<file path="src/rtl/sipo_pkg.sv">
// Shared types and constants for the serial-to-parallel deserializer.
// Frame length depends on SIPO_DESER_PARITY_EN (adds one trailing even-parity bit).
package sipo_pkg;

    localparam int DEFAULT_WIDTH = 4;

    typedef enum logic {
        IDLE  = 1'b0,
        SHIFT = 1'b1
    } sipo_state_e;

    function automatic int frame_len(input int width);
`ifdef SIPO_DESER_PARITY_EN
        return width + 1;
`else
        return width;
`endif
    endfunction

endpackage

</file>
<file path="src/rtl/sipo_bit_counter.sv">
// Position-within-frame counter: advances per accepted bit, wraps after the
// last bit of a frame, restarts at 1 on sync with data, clears on bare sync.
module sipo_bit_counter #(
    parameter int FRAME     = 4,
    parameter int DATA_BITS = 4,
    parameter int CW        = 3
) (
    input  logic clk,
    input  logic rst,
    input  logic step,
    input  logic restart,
    input  logic clear,
    output logic last,
    output logic data_phase,
    output logic busy_next
);

    localparam logic [CW-1:0] LAST_CNT = CW'(FRAME - 1);
    localparam logic [CW-1:0] DATA_CNT = CW'(DATA_BITS);

    logic [CW-1:0] count_q;
    logic [CW-1:0] count_d;

    assign last       = (count_q == LAST_CNT);
    assign data_phase = (count_q < DATA_CNT);
    assign busy_next  = (count_d != '0);

    always_comb begin
        count_d = count_q;
        if (clear) begin
            count_d = '0;
        end else if (restart) begin
            count_d = CW'(1);
        end else if (step) begin
            count_d = last ? '0 : count_q + CW'(1);
        end
    end

    always_ff @(posedge clk or posedge rst) begin
        if (rst) begin
            count_q <= '0;
        end else begin
            count_q <= count_d;
        end
    end

endmodule

</file>
<file path="src/rtl/sipo_deser.sv">
// Serial-in parallel-out deserializer with frame sync and registered output.
// Define SIPO_DESER_PARITY_EN to append and check a trailing even-parity bit.
module sipo_deser
    import sipo_pkg::*;
#(
    parameter int WIDTH     = DEFAULT_WIDTH,
    parameter bit MSB_FIRST = 1'b1
) (
    input  logic             clk,
    input  logic             rst,
    input  logic             in,
    input  logic             in_valid,
    input  logic             sync,
    output logic [WIDTH-1:0] out,
    output logic             out_valid,
    output logic             busy,
    output logic             parity_err
);

    localparam int FRAME = frame_len(WIDTH);
    localparam int CW    = $clog2(FRAME + 1);

    sipo_state_e      state_q, state_d;
    logic [WIDTH-1:0] sr_q, sr_d;
    logic [WIDTH-1:0] out_q, out_d;
    logic             out_valid_q, out_valid_d;
    logic [WIDTH-1:0] sr_base, sr_shift, word_done;
    logic             last, data_phase, busy_next;
    logic             restart, clear, shift_en, frame_done;

    assign restart    = sync & in_valid;
    assign clear      = sync & ~in_valid;
    // The parity bit occupies a frame slot but never enters the data register.
    assign shift_en   = in_valid & (sync | data_phase);
    assign frame_done = in_valid & ~sync & last;

    sipo_bit_counter #(
        .FRAME     (FRAME),
        .DATA_BITS (WIDTH),
        .CW        (CW)
    ) u_bit_counter (
        .clk        (clk),
        .rst        (rst),
        .step       (in_valid),
        .restart    (restart),
        .clear      (clear),
        .last       (last),
        .data_phase (data_phase),
        .busy_next  (busy_next)
    );

    always_comb begin
        sr_base = sync ? '0 : sr_q;
        if (MSB_FIRST) begin
            sr_shift = {sr_base[WIDTH-2:0], in};
        end else begin
            sr_shift = {in, sr_base[WIDTH-1:1]};
        end
    end

`ifdef SIPO_DESER_PARITY_EN
    logic parity_err_q, parity_err_d;

    assign word_done = sr_q;

    always_comb begin
        parity_err_d = parity_err_q;
        if (frame_done) begin
            parity_err_d = (^sr_q) ^ in;
        end
    end

    always_ff @(posedge clk or posedge rst) begin
        if (rst) begin
            parity_err_q <= 1'b0;
        end else begin
            parity_err_q <= parity_err_d;
        end
    end

    assign parity_err = parity_err_q;
`else
    assign word_done  = sr_shift;
    assign parity_err = 1'b0;
`endif

    always_comb begin
        sr_d        = sr_q;
        out_d       = out_q;
        out_valid_d = frame_done;
        state_d     = busy_next ? SHIFT : IDLE;
        if (clear) begin
            sr_d = '0;
        end else if (shift_en) begin
            sr_d = sr_shift;
        end
        if (frame_done) begin
            out_d = word_done;
        end
    end

    always_ff @(posedge clk or posedge rst) begin
        if (rst) begin
            state_q     <= IDLE;
            sr_q        <= '0;
            out_q       <= '0;
            out_valid_q <= 1'b0;
        end else begin
            state_q     <= state_d;
            sr_q        <= sr_d;
            out_q       <= out_d;
            out_valid_q <= out_valid_d;
        end
    end

    assign out       = out_q;
    assign out_valid = out_valid_q;
    assign busy      = (state_q == SHIFT);

endmodule

</file>
<file path="config.mk">
export PLATFORM = sky130hd
export DESIGN_NAME = sipo_deser
export DESIGN_NICKNAME = d
export VERILOG_FILES = /design/src/rtl/sipo_pkg.sv /design/src/rtl/sipo_bit_counter.sv /design/src/rtl/sipo_deser.sv
export SDC_FILE = /design/constraint.sdc
export NUM_CORES = 1
export LEC_CHECK = 0
export BUFFER_PORTS_ARGS = -buffer_cell sky130_fd_sc_hd__buf_2
export CAP_MARGIN = 20
export CORE_AREA = 2 2 39 41
export DETAILED_ROUTE_END_ITERATION = 12
export DIE_AREA = 0 0 41 43
export PLACE_DENSITY = 0.61
export SYNTH_ARGS = -nofsm -noshare
export SYNTH_HDL_FRONTEND = slang
export SYNTH_SLANG_ARGS = --single-unit
</file>
<file path="constraint.sdc">
create_clock -name clk -period 1.5 [get_ports clk]
set_clock_uncertainty 0.05 [all_clocks]
set_input_delay 0.45 -clock clk [delete_from_list [all_inputs] [get_ports clk]]
set_output_delay 0.45 -clock clk [all_outputs]
set_load 0.02 [all_outputs]
</file>
# Word level (Yosys, flattened, before mapping)

Cells that the tools add are included.

Output and inout port bits: 7
Register bits: 12

Bitwise logic cells: 8
Muxes and demuxes: 8
Magnitude comparators: 1
Reductions and logical operators: 2
Equal/unequal tests: 1
Add/sub/neg operators: 1

Operators with widths:

| kind                | count |
|---|---|
| $mux 3              | 7 |
| $and 1x1->1         | 5 |
| $add 3x1->3 const B | 1 |
| $eq 3x2->1 const B  | 1 |
| $lt 3x3->1 const B  | 1 |
| $reduce_bool 3->1   | 1 |
| $not 1->1           | 2 |
| $reduce_bool 2->1   | 1 |
| $mux 1              | 1 |
| $or 1x1->1          | 1 |

# Longest topological paths before layout

Gate-level depths: netlist of the first run.

Word-level depth: 7
Gate-level depth with buffers: 4

# By module

From an unflattened synthesis of the first run, not the netlist that was laid out.

Cell total of the unflattened synthesis: 48
Area total of the unflattened synthesis: 585.6 µm²

By module, submodules not included:

| module           | area each (µm²) | times used | cells each |
|---|---|---|---|
| sipo_deser       | 417.9           | 1          | 31 |
| sipo_bit_counter | 167.7           | 1          | 17 |

# Worst setup path after synthesis of the first run

Ideal clock, no wire load.

Kind: input -> register
Start: input in_valid
End: register out_q[0], in the netlist out[0]
Data arrival time: 1.275 ns
Slack: 0.050 ns
Cell stages on the path: 4
Path buffers: 1
Cell sequence: buf_6 nand2b_4 nor3b_4 mux2_2

Longest elaborated chain between the ends: 2

RTL lines:

| element                   | line              | text |
|---|---|---|
| start: declaration        | sipo_deser.sv:12  | `input logic in_valid,` |
| $and 1x1->1 (2 in series) | sipo_deser.sv:35  | `assign frame_done = in_valid & ~sync & last;` |
| named net frame_done      | sipo_deser.sv:29  | `logic restart, clear, shift_en, frame_done;` |
| end signal: assignment    | sipo_deser.sv:111 | `out_q <= out_d;` |
| end: declaration          | sipo_deser.sv:25  | `logic [WIDTH-1:0] out_q, out_d;` |

The timed path passes the listed nets, and every way through them passes these cells.
A chain may end at the register's enable or synchronous reset.

# Worst setup path in the final report of the first run

Start: register u_bit_counter.count_q[0]
End: register out_q[2], in the netlist out[2]

Longest elaborated chain between the ends: 2

RTL lines:

| element                  | line                   | text |
|---|---|---|
| start: declaration       | sipo_bit_counter.sv:21 | `logic [CW-1:0] count_q;` |
| start signal: assignment | sipo_bit_counter.sv:43 | `count_q <= count_d;` |
| $eq 3x2->1               | sipo_bit_counter.sv:24 | `assign last = (count_q == LAST_CNT);` |
| $and 1x1->1              | sipo_deser.sv:35       |  |
| named net frame_done     | sipo_deser.sv:29       |  |

The timed path passes the listed nets, and every way through them passes these cells.

==> flow_metrics.py, run 1 <==
metrics = {
    "synth": {
        "synth_warnings": 0,
        "yosys.area.top_type": "dfrtp_1",
        "synth.avg_cell_area_um2": 12.66,
        "syn-num-nets": 49,
        "syn_inst": 43,
        "synth-seq-cells": 12,
        "synthesis.area_um2": 544.3,
        "synth_top_area_share": 0.5517,
        "synthTopCellsByArea": "dfrtp_1, mux2_2, mux2i_1",
        "ys_seq_area_frac": 0.5517,
        "ys_types": 22,
    },
    "power_and_ir_drop": {
        "switching_share": 0.2786,
        "p_per_area_mw_per_mm2": 1222,
        "total_power_uw": 842.4,
        "combPwrFrac": 0.229,
        "p_int_uw": 607.7,
        "vdd_drop_max_uv": 569.4,
        "p_clk_frac": 0.299,
        "power_frac_seq": 0.472,
        "power_switching_uw": 234.7,
        "p_leak_nw": 0.3552,
    },
    "critical_path": {
        "worstPathRequired_ps": 1600,
        "cp_slowest_cell": "dfrtp_2",
        "critical_path.endpoint_type": "register",
        "timing.critical_path.buf_inv": 1,
        "path_max_fanout": 6,
        "cp.arrival_ps": 1510,
        "max_stage_delay_ps": 420,
        "start_kind": "register",
        "timing.critical_path.cells": "ha_4, nor3b_4, buf_4, mux2_2",
        "cp_top_family": "flip-flops",
        "worstSetupPathType": "register to register",
    },
    "layout": {
        "stdcell_area_um2": 689.4,
        "layout_commonest_cell": "dfrtp_1",
        "final_cell_mix": "dfrtp_1, buf_2, buf_4",
        "drive_above_1_share": 0.4667,
        "num_antenna_cells": 0,
        "nNetsFinal": 67,
        "fillers": 137,
        "area_growth_pct": 26.67,
    },
    "placement": {
        "routabilityCongestion": 0.6671,
        "dpl-instance-area_um2": 628.1,
        "io_buffers": 10,
    },
    "timing": {
        "hold_viol": 0,
        "whs_ps": 127.3,
        "rsz0062_at_grt": "false",
        "fin_crit_sh": 0.9361,
        "tns_ps": 0,
        "final-setup-viol-count": 0,
        "maxSlewViolCount": 0,
        "period_needed_ps": 1404,
        "fmax_ghz": 0.7122,
    },
    "floorplan": {
        "die_area_mm2": 0.001763,
        "coreArea_mm2": 0.001384,
        "start_util": 0.3933,
        "row_count": 14,
        "io_pins": 12,
        "die_w_um": 41,
        "dieHeight_um": 43,
    },
    "routing": {
        "drt_iter0_markers": 3,
        "via_count": 363,
        "wl_per_cell_um": 11.61,
        "ant_nets": 0,
        "drc": 0,
        "routed_wl_um": 882,
        "drt-pass1-iter-count": 4,
        "vias_per_cell": 4.776,
    },
    "cts": {
        "cts_made_buffers": 3,
        "clock_latency_ps": 260,
        "path_clk_slew_ps": 80,
        "clock_path_buffers": 2,
        "tritoncts": "done",
        "cts.sinks": 12,
        "htree_levels": 1,
        "root_buffer": "clkbuf_4",
    },
    "global_routing": {
        "antenna_found_initial": 0,
        "grt_overflow": 0,
        "grt_busiest_layer": "met2",
        "grtUsageMet3": 0.03141,
        "track_usage": 0.1314,
        "grt_use_met1": 0.1582,
        "met2_usage": 0.1906,
        "first_global_vias": 340,
        "grt_pass1_wl_um": 1476,
        "grt_max_degree": 13,
    },
    "run": {
        "maxCapViolations": 0,
    },
    "run_status": {
        "status": "complete, no violations",
    },
    "hold_path": {
        "hold_class": "input pin to async pin",
    },
}
==> metrics by stage <==
step	setup slack (ps)	cells	utilization
detailed placement	-51.62	71	0.4539
CTS	11.68	75	0.4801
global placement	-29.21	71	0.4539
finish	95.83	76	0.4982
global route	19.12	76	0.4982
floorplan	49.88	43	-
==> kinds of logic (layout without fill, tap and decap cells) <==
kind of cell	after synthesis	after routing	share of synthesized area
simple gates	13	13	0.1609
flops	12	12	0.5517
mux	7	7	0.1379
compound gates	4	4	0.05288
buf+inv	4	21	0.05056
fa+ha+maj	1	1	0.02298
other cells	1	1	0.006890
xor+xnor	1	1	0.01609
==> cell type report <==
type	count	area (um2)	share of cell area
Sequential cell	12	301.5	0.4374
Multi-Input combinational cell	27	232.7	0.3376
Timing Repair Buffer	16	95.09	0.1379
Clock buffer	4	36.28	0.05263
Tap cell	16	20.02	0.02904
Inverter	1	3.754	0.005445
==> power by group through the flow <==
| stage | clock network [mW] | logic, mW | registers (mW) |
|---|---|---|---|
| finish | 0.252 | 0.193 | 0.398 |
| global route | 0.279 | 0.212 | 0.404 |
| CTS | 0.260 | 0.188 | 0.394 |
| detailed placement | 0 | 0.187 | 0.400 |
| global placement | 0 | 0.187 | 0.399 |
| floorplan | 0 | 0.0890 | 0.441 |
==> final timing paths <==
kind,start,to,slack (ps),cells after the start
worst max-delay path,u_bit_counter.count_q[0]$_DFF_PP0_,out[2]$_DFFE_PP0P_,100,4
worst min-delay path,rst,sr_q[2]$_DFFE_PP0P_,130,2
worst max register to register,u_bit_counter.count_q[0]$_DFF_PP0_,out[2]$_DFFE_PP0P_,100,4
worst min register to register,out[0]$_DFFE_PP0P_,out[0]$_DFFE_PP0P_,460,1
max in group asynchronous,rst,u_bit_counter.count_q[0]$_DFF_PP0_,930,2
min in group clk,in,sr_q[0]$_DFFE_PP0P_,370,3
==> layer usage <==
| metal | routed length, um | vias to the layer above |
|---|---|---|
| li1 | - | 177 |
| met1 | 365 | 178 |
| met2 | 477 | 6 |
| met3 | 28 | 2 |
| met4 | 11 | 0 |
| met5 | 0 | - |
==> sequential cells by signal (all words and copies together) (netlist names) <==
| signal | count |
|---|---|
| busy | 1 |
| u_bit_counter.count_q | 3 |
| out | 4 |
| out_valid | 1 |
| sr_q | 3 |
==> Yosys cell counts <==
library cell,n
dfrtp_1,12
nor2_1,5
mux2_2,4
mux2i_1,3
a21oi_1,2
a2111o_1,1
a211oi_1,1
buf_2,1
buf_4,1
buf_6,1
conb_1,1
ha_1,1
inv_1,1
nand2_1,1
nand2b_1,1
nand2b_4,1
nand3_1,1
nand3b_1,1
nor2b_1,1
nor3b_4,1
or2b_1,1
xnor2_1,1
==> what timing repair did <==
item                                    in CTS  in global routing
setup buffers                                0                  1
gates resized for setup                      0                  4
endpoints found under the setup margin       0                  5
hold buffers                                 0                  0
Note: power is estimated with default switching activity, not from simulation.
==> run 2, diff against run 1 <==
--- a/config.mk
+++ b/config.mk
@@ -11,6 +11,7 @@
 export DETAILED_ROUTE_END_ITERATION = 12
 export DIE_AREA = 0 0 41 43
 export PLACE_DENSITY = 0.61
+export REMOVE_ABC_BUFFERS = 1
 export SYNTH_ARGS = -nofsm -noshare
 export SYNTH_HDL_FRONTEND = slang
 export SYNTH_SLANG_ARGS = --single-unit
==> run 2 against run 1 <==
Effect of this change: maximum frequency down 2.2%; sequential share of layout area rose by 0.38 points; clock power shrank 26%; worst setup slack worse by 32 ps; via count is 1.1% lower; global-route usage rose by 0.31 points; routed wire length grew 3.7%; critical path depth unchanged; cell count is 2.6% higher; die area unchanged; sequential power is 2% lower; largest cell class unchanged; largest power group unchanged.
==> flow_metrics.py, run 2 (synthesis results as in run 1) <==
metrics = {
    "floorplan": {
        "row_count": 14,
        "io_pins": 12,
        "die_w_um": 41,
        "die_area_mm2": 0.001763,
        "start_util": 0.3933,
        "dieHeight_um": 43,
        "coreArea_mm2": 0.001384,
    },
    "timing": {
        "tns_ps": 0,
        "period_needed_ps": 1436,
        "fmax_ghz": 0.6965,
        "setup_ws_ps": 64.25,
        "whs_ps": 133.9,
        "maxSlewViolCount": 0,
        "final-setup-viol-count": 0,
        "rsz0062_at_grt": "false",
        "fin_crit_sh": 0.9572,
        "hold_viol": 0,
    },
    "layout": {
        "num_antenna_cells": 0,
        "fin_util": 0.4919,
        "largest_reg_flops": 4,
        "drive_above_1_share": 0.4516,
        "nNetsFinal": 70,
        "final_cell_mix": "dfrtp_1, buf_2, buf_4",
        "layout_commonest_cell": "dfrtp_1",
        "area_growth_pct": 25.06,
        "instances_no_fill": 78,
    },
    "cts": {
        "clock_latency_ps": 260,
        "cts.sinks": 12,
        "tritoncts": "done",
        "path_clk_slew_ps": 70,
        "htree_levels": 1,
        "clock_path_buffers": 2,
        "hold_buffers": 0,
        "root_buffer": "clkbuf_4",
        "post_cts_buffers": 0,
        "cts_made_buffers": 3,
        "cts_resized": 0,
    },
    "routing": {
        "drt-pass1-iter-count": 1,
        "routed_wl_um": 915,
        "via_count": 359,
        "ant_nets": 0,
        "vias_per_cell": 4.603,
        "drc": 0,
        "drt_iter0_markers": 0,
        "wl_per_cell_um": 11.73,
    },
    "critical_path": {
        "worstPathRequired_ps": 1600,
        "worstSetupPathType": "register to register",
        "timing.critical_path.cells": "ha_1, mux2i_1, nor2_1, a2111o_1",
        "start_kind": "register",
        "path_max_fanout": 2,
        "cp.arrival_ps": 1530,
        "max_stage_delay_ps": 400,
        "cp_slowest_cell": "dfrtp_1",
        "critical_path.endpoint_type": "register",
    },
    "placement": {
        "io_buffers": 10,
        "hpwlAfterDp_um": 707.2,
        "place_inst": 73,
        "routabilityCongestion": 0.6826,
        "place_ws_ps": -58.54,
    },
    "global_routing": {
        "grt_max_degree": 13,
        "grt_pass1_wl_um": 1545,
        "first_global_vias": 375,
        "track_usage": 0.1344,
        "antenna_found_initial": 0,
        "grt_overflow": 0,
    },
    "power_and_ir_drop": {
        "p_per_area_mw_per_mm2": 1149,
        "vdd_drop_max_uv": 510.0,
        "p_leak_nw": 0.3646,
    },
    "run": {
        "maxCapViolations": 0,
    },
    "run_status": {
        "status": "complete, no violations",
    },
    "hold_path": {
        "hold_class": "input pin to async pin",
    },
}
run 2: worst paths after layout:
| check | endpoint | slack, ps | start | cells past startpoint |
|---|---|---|---|---|
| setup / recovery | busy$_DFF_PP0_ | 60 | u_bit_counter.count_q[0]$_DFF_PP0_ | 4 |
| hold / removal | u_bit_counter.count_q[2]$_DFF_PP0_ | 130 | rst | 2 |
| setup reg to reg | busy$_DFF_PP0_ | 60 | u_bit_counter.count_q[0]$_DFF_PP0_ | 4 |
| hold reg to reg | out[1]$_DFFE_PP0P_ | 450 | out[1]$_DFFE_PP0P_ | 1 |
| max in group asynchronous | out[1]$_DFFE_PP0P_ | 960 | rst | 2 |
| min in group clk | sr_q[0]$_DFFE_PP0P_ | 370 | in | 3 |
run 2: report_power, final:
| group | leakage, nW | internal (mW) | switching (mW) |
|---|---|---|---|
| Clock | 0.0138 | 0.0926 | 0.0945 |
| Combinational | 0.193 | 0.0943 | 0.110 |
| Sequential | 0.157 | 0.369 | 0.0214 |
| Total | 0.365 | 0.556 | 0.226 |
run 2: area by class of cell:
cell class                      instances  area (um2)
Fill cell                             134       703.2
Sequential cell                        12       300.3
Multi-Input combinational cell         27       216.5
Timing Repair Buffer                   19       117.6
Clock buffer                            3       22.52
Tap cell                               16       20.02
Inverter                                1       3.754
run 2: routing by layer:
layer	GRT usage	vias up	routed length (um)	share of wire
met4	0.08000	0	4	0.0044
met3	0.03141	2	49	0.054
met1	0.1616	167	403	0.44
li1	-	182	-	-
met2	0.2063	8	458	0.50
met5	0	-	0	0
run 2: metrics by stage:
stage	cell area, um2	total power [mW]
3_5_place_dp	643.1	0.6008
5_1_grt	680.7	0.8321
6_report	680.7	0.7824
3_3_place_gp	643.1	0.5981
2_1_floorplan	520.5	0.5188
4_1_cts	665.6	0.7951
run 2: critical path: cells and delay by family (launching register included):
kind	cells	cell delay (ps)
multiplexers	1	130
adder cells (fa/ha/maj)	1	300
flip-flops	1	400
AND/OR/NAND/NOR	1	70
AO/OA/AOI/OAI	1	370
